`src/rtl/regfile_wb_arbiter.sv`:
```
`default_nettype none
// ============================================================================
// Module   : regfile_wb_arbiter
// Purpose  : Shares the single register-file write port between the in-order
//            pipeline writeback (A, never back-pressured) and a long-latency
//            unit (B, valid/ready). B results are queued in a small FIFO that
//            drains on cycles A leaves free. A bounded-wait counter requests a
//            pipeline stall so B cannot starve. Address-match flags let decode
//            hold on reads of destinations still waiting in the FIFO.
// Ports    : clk, rst (async, active-low)
//            a_we/a_waddr/a_wdata        source A write request
//            b_valid/b_ready/b_waddr/b_wdata  source B handshake
//            we/waddr/wdata              registered regfile write port
//            stall_req                   registered pipeline stall request
//            raddr1/raddr2 -> pend_hit1/pend_hit2  pending-destination flags
//            b_count                     FIFO occupancy
// Revision : 1.0 - initial release
// ============================================================================
module regfile_wb_arbiter #(
  parameter int DEPTH    = 2,
  parameter int MAX_WAIT = 4
) (
  input  logic                     clk,
  input  logic                     rst,
  input  logic                     a_we,
  input  logic [4:0]               a_waddr,
  input  logic [31:0]              a_wdata,
  input  logic                     b_valid,
  output logic                     b_ready,
  input  logic [4:0]               b_waddr,
  input  logic [31:0]              b_wdata,
  output logic                     we,
  output logic [4:0]               waddr,
  output logic [31:0]              wdata,
  output logic                     stall_req,
  input  logic [4:0]               raddr1,
  input  logic [4:0]               raddr2,
  output logic                     pend_hit1,
  output logic                     pend_hit2,
  output logic [$clog2(DEPTH):0]   b_count
);

  localparam int         AW    = $clog2(DEPTH);
  localparam int         CW    = AW + 1;
  localparam logic [3:0] MAX_W = 4'(MAX_WAIT);

  logic [4:0]    fifo_addr [DEPTH];
  logic [31:0]   fifo_data [DEPTH];
  logic [AW-1:0] rd_ptr;
  logic [AW-1:0] wr_ptr;
  logic [CW-1:0] count;
  logic [CW-1:0] count_next;
  logic [3:0]    wcnt;

  logic full;
  logic empty;
  logic push;
  logic pop;
  logic a_win;

  logic [DEPTH-1:0] hit1_vec;
  logic [DEPTH-1:0] hit2_vec;

  assign full    = (count == CW'(DEPTH));
  assign empty   = (count == '0);
  // Ready looks only at the registered count, never at a same-cycle pop.
  assign b_ready = !full;
  // Results for r0 complete the handshake but are never stored.
  assign push    = b_valid && !full && (b_waddr != 5'd0);
  assign a_win   = a_we && (a_waddr != 5'd0);
  assign pop     = !a_win && !empty;

  assign count_next = count + CW'(push) - CW'(pop);
  assign b_count    = count;

  // An entry is live when its distance from the read pointer is below count.
  generate
    for (genvar i = 0; i < DEPTH; i++) begin : g_hit
      logic [AW-1:0] off;
      logic          live;
      assign off         = AW'(i) - rd_ptr;
      assign live        = ({1'b0, off} < count);
      assign hit1_vec[i] = live && (fifo_addr[i] == raddr1);
      assign hit2_vec[i] = live && (fifo_addr[i] == raddr2);
    end
  endgenerate

  assign pend_hit1 = (raddr1 != 5'd0) && (|hit1_vec);
  assign pend_hit2 = (raddr2 != 5'd0) && (|hit2_vec);

  // Storage needs no reset: liveness comes from the pointers and count.
  always_ff @(posedge clk) begin
    if (push) begin
      fifo_addr[wr_ptr] <= b_waddr;
      fifo_data[wr_ptr] <= b_wdata;
    end
  end

  always_ff @(posedge clk or negedge rst) begin
    if (!rst) begin
      rd_ptr    <= '0;
      wr_ptr    <= '0;
      count     <= '0;
      wcnt      <= '0;
      we        <= 1'b0;
      waddr     <= '0;
      wdata     <= '0;
      stall_req <= 1'b0;
    end else begin
      if (push) wr_ptr <= wr_ptr + AW'(1);
      if (pop)  rd_ptr <= rd_ptr + AW'(1);
      count <= count_next;

      if (a_win) begin
        we    <= 1'b1;
        waddr <= a_waddr;
        wdata <= a_wdata;
      end else if (pop) begin
        we    <= 1'b1;
        waddr <= fifo_addr[rd_ptr];
        wdata <= fifo_data[rd_ptr];
      end else begin
        we    <= 1'b0;
      end

      // Counts consecutive A wins that keep a queued B result waiting.
      if (pop || empty) begin
        wcnt <= '0;
      end else if (a_win && (wcnt != MAX_W)) begin
        wcnt <= wcnt + 4'd1;
      end

      // Stall holds until the pop that empties the FIFO has happened.
      if (count_next == '0) begin
        stall_req <= 1'b0;
      end else if (wcnt == MAX_W) begin
        stall_req <= 1'b1;
      end
    end
  end

endmodule
`default_nettype wire

```
`config.mk`:
```
export PLATFORM = sky130hd
export DESIGN_NAME = regfile_wb_arbiter
export DESIGN_NICKNAME = d
export VERILOG_FILES = /design/src/rtl/regfile_wb_arbiter.sv
export SDC_FILE = /design/constraint.sdc
export NUM_CORES = 1
export LEC_CHECK = 0
export BUFFER_PORTS_ARGS = -buffer_cell sky130_fd_sc_hd__buf_4
export CORE_AREA = 2 2 85 148
export CTS_CLUSTER_DIAMETER = 100
export DETAILED_ROUTE_END_ITERATION = 12
export DIE_AREA = 0 0 87 150
export GPL_ROUTABILITY_DRIVEN = 0
export PLACE_DENSITY_LB_ADDON = 0.12
export RECOVER_POWER = 100
export SLEW_MARGIN = 30
export SYNTH_ARGS = -nofsm -noshare
export SYNTH_HDL_FRONTEND = slang
export SYNTH_SLANG_ARGS = --single-unit
```
`constraint.sdc`:
```
create_clock -name clk -period 4.8 [get_ports clk]
set_clock_uncertainty 0.15 [all_clocks]
set_input_delay 0.96 -clock clk [delete_from_list [all_inputs] [get_ports clk]]
set_output_delay 0.96 -clock clk [all_outputs]
set_load 0.03 [all_outputs]
```
Word level (Yosys, flattened, before mapping). Memory sizes are Yosys's and may differ from the RTL's. Cells that the tools add are included.

Bits in registers: 47. Memory bits (writable): 74. Input bits: 88. Output and inout port bits: 44. Logic and storage cells: 64. Memories kept: 2.

Memory list: fifo_data (words 2, bits a word 32, rd ports 1, clocked after memory_dff 0, wr ports 1, line 48) `logic [31:0] fifo_data [DEPTH];`; fifo_addr (words 2, bits a word 5, rd ports 3, clocked after memory_dff 0, wr ports 1, line 47) `logic [4:0] fifo_addr [DEPTH];`.

Add/sub/neg operators: 7. Magnitude comparators: 2. Eq/ne operators: 7. Muxes and demuxes: 12. Reduce and logical (&&, ||, !) cells: 26.

Operator list (count): $mux W32 (2); $eq A5 B5 Y1 (4); $reduce_bool A5 Y1 (4); $logic_and A1 B1 Y1 (11); $mux W5 (2); $mux W4 (2); $mux W1 (6); $reduce_bool A2 Y1 (3); $add A4 B1 Y4 const B (1); $eq A4 B3 Y1 const B (1); $logic_not A2 Y1 (2); $lt A1 B2 Y1 (2); $ne A4 B3 Y1 const B (1); $reduce_or A2 Y1 (2); $logic_not A1 Y1 (3); $add A1 B1 Y1 const B (2); $add A2 B1 Y2 (1); $eq A2 B2 Y1 const B (1); $sub A1 B1 Y1 const A (2); $sub A2 B1 Y2 (1); $logic_or A1 B1 Y1 (1).

Depth between registers and ports, before layout.
Word-level depth: 8. Mapped depth: 11. Mapped depth without buffers: 10.

Worst setup path after synthesis. Ideal clock, no wire load.

Kind: input-to-reg. Start point: input port b_waddr[3]. End point: memory fifo_addr[0][0], enable pin. Arrival: 2.773 ns. Setup slack: 1.446 ns. Cell stages on the path: 3. Cells stage by stage: or4_1 > o211ai_2 > nor2_1.

Cells in the longest elaborated chain, start to end: 4.

Ends and longest elaborated chain: start, declared (line 30) `input logic [4:0] b_waddr,`; $reduce_bool A5 Y1 (line 69) `assign push = b_valid && !full && (b_waddr != 5'd0);`; $logic_and A1 B1 Y1 (line 69); $mux W1 (line 93) `if (push) begin`; $mux W1 (implied by the code) (line 94) `fifo_addr[wr_ptr] <= b_waddr;`; end, declared (line 47).

No other way between the ends.

==> reports/qor.csv <==
metric,value,unit
CTS Buffer Depth,2,
RSZ-0062 raised after global routing,no,
core area,11870,sq um
Psw,1.443,mW
CP endpoint kind,asynchronous set/reset pin,
Layout Nets,627,
switching share of power,34.89,%
"Net Count, Synth",493,
TritonCTS Sinks,121,
Area growth syn-to-layout,26.05,%
drt total wl,11580,um
status,"complete, but fails checks",
drt drc,0,
Final min period,3.391,ns
total power,4.135,mW
Port Buffer Count,131,
Detailed Routing Iterations Pass 1,4,
worst vdd ir,0.2724,mV
layout cells sized above 1,20.26,%
Final Hold Fails,0,
clock slew at reported path FFs,0.05,ns
GRT Resource Usage Total,18.82,%
HPWL after DPL,7830,um
crit-path max FO,47,
Combinational Power Share,30.9,%
violated checks,"max-capacitance violations, max-slew violations",
total CTS buffers,17,
final setup fails,0,
critical path's largest stage delay,1.93,ns
ys async rst share,38.84,%
Hold Startpoint,wr_ptr$_DFFE_PN0P_,
clk root buf,clkbuf_16,
placed inst area,6267,sq um
Unique masters post-synth,29,
Mapped Cells,401,
Final Max Slew Viols,88,
Post-Layout Cell Count,685,
Post-synth EDFFs,74,
clock share of power,31.6,%
Lkg Pwr,2.664,nW
# hold bufs at CTS,0,
global route overflow,0,
"Seq/Total Area, Yosys",65.38,%
CP Launch Point,rst,
RR Startpoint,b_count[0]$_DFF_PN0_,
Chip Width,87,um
Finished Core Util,55.19,%
CP required,4.34,ns
initial drt markers,97,
initial antenna violation count,0,
PD cells,631.2,nW/um^2
multi-input logic area,1528,sq um
critical path class,input port to asynchronous set/reset pin,
critical path's slowest cell,clkbuf_1,
met3 Resource Use GR,4.578,%
CP Cell Sequence,clkbuf_1,
buffers and inverters on the worst path,1,
Slew @ Worst Pin,2.779,ns
FILL cells,1112,
first-pass GRT wire length,18370,um
max_slew headroom,-85.24,%
chip height,150,um
Post-Layout Inst Area,6551,sq um
HP Class,register to register,
CP startpoint kind,input port,
top_reg_cell synth,edfxtp_1,
Cell Rows,53,
Crit path max-delay family,buffers and inverters,
Peak Freq,294.9,MHz
P_int,2.692,mW
Starting Density,43.79,%
setup TNS,0,ns
met1 Track Usage GR,20.07,%
ant diodes,0,
"commonest non-fill, non-tap cell in the layout",edfxtp_1,
Yosys reg bits,121,
DR vias/cell,5.076,
clock latency on the worst-skew pair,0.40,ns
io pins,132,
placed cell count,652,
CP arrival,2.93,ns
DRT antenna net count,0,
number of max-cap violations,3,
syn avg cell area,12.96,sq um
sequential share of power,37.5,%
vias in the first global route,3760,
Post-CTS Setup Bufs,0,
most frequent cells in the layout,"74 x edfxtp_1, 61 x clkbuf_1, 52 x buf_4, 47 x nor2_1, 46 x dfrtp_1",
M2 GR Usage,34.31,%
register area,3400,sq um
routed vias,3477,
die area,13050,sq um
mapped cell area,5197,sq um
"Warnings, synthesis",0,
crit share post-route,70.65,%
Post-CTS Resized,0,
CTS tree,yes,
GRT Max-Usage Layer,met2,
wire per inst,16.90,um
largest net degree at the start of global routing,76,
Max H-tree Level,4,
-- metal layers --
metal	vias to the layer above	part of all wire [%]
met1	1681	37
met5	-	0
met4	0	2.4
met3	15	4.2
met2	91	56
li1	1690	-
-- power groups by stage --
stage          Sequential [mW]  Combinational (mW)  Clock (mW)
2_1_floorplan             1.78               0.787           0
3_3_place_gp              1.56                1.47           0
3_5_place_dp              1.57                1.49           0
4_1_cts                   1.56                1.50        1.33
5_1_grt                   1.59                1.42        1.38
6_report                  1.55                1.28        1.31
-- cell usage after synthesis (all sizes together), types with 3 or more instances --
cell	instances	area, sq um
nand2	37	138.9
o21ai	38	295.3
clkbuf	6	22.52
nand3	3	15.01
edfxtp	74	2222
inv	5	18.77
a21oi	44	220.2
dfrtp	47	1176
nor4	4	25.02
or4	4	30.03
xor2	15	131.4
mux2i	37	370.4
xnor2	11	96.34
ha	4	50.05
buf	15	123.9
nor2	48	187.7
o211ai	3	27.52
-- registers in the layout, summed over array words and instances, names as in the netlist --
| name | count |
|---|---|
| b_count | 2 |
| fifo_addr | 10 |
| stall_req | 1 |
| rd_ptr | 1 |
| fifo_data | 64 |
| waddr | 5 |
| we | 1 |
| wcnt | 4 |
| wdata | 32 |
| wr_ptr | 1 |
-- logic make-up after synthesis --
logic type | share of synthesized area (%)
DFF | 65.38
and+or+nand+nor | 8.377
AOI/OAI and AO/OA | 10.59
muxes | 7.126
xor gates and xnor gates | 4.381
buffers and inverters | 3.178
adders and majority gates | 0.9630
-- area by class of cell --
class	instances	area share (%)
Timing Repair Buffer	136	12.57
Inverter	5	0.2865
Tap cell	137	2.616
Sequential cell	121	51.89
Clock inverter	12	2.655
Clock buffer	20	6.665
Multi-Input combinational cell	254	23.32
-- stage by stage --
stage	worst slack [ns]	hold slack, ns
detailed placement	1.300	0.3772
global route	0.7837	0.3803
finish	1.409	0.3590
floorplan	1.446	0.3181
global placement	1.371	0.3612
CTS	1.573	0.3930
-- worst paths after layout --
path	depth (start not counted)	slack, ns	endpoint
hold / removal	1	0.36	wr_ptr$_DFFE_PN0P_
setup / recovery	1	1.41	rd_ptr$_DFFE_PN0P_
hold reg to reg	1	0.36	wr_ptr$_DFFE_PN0P_
max in group clk	6	1.41	pend_hit2
min in group asynchronous	1	1.29	waddr[0]$_DFFE_PN0P_
setup reg to reg	4	1.56	fifo_data[1][7]$_DFFE_PP_
(Power assumes the default switching activity.)
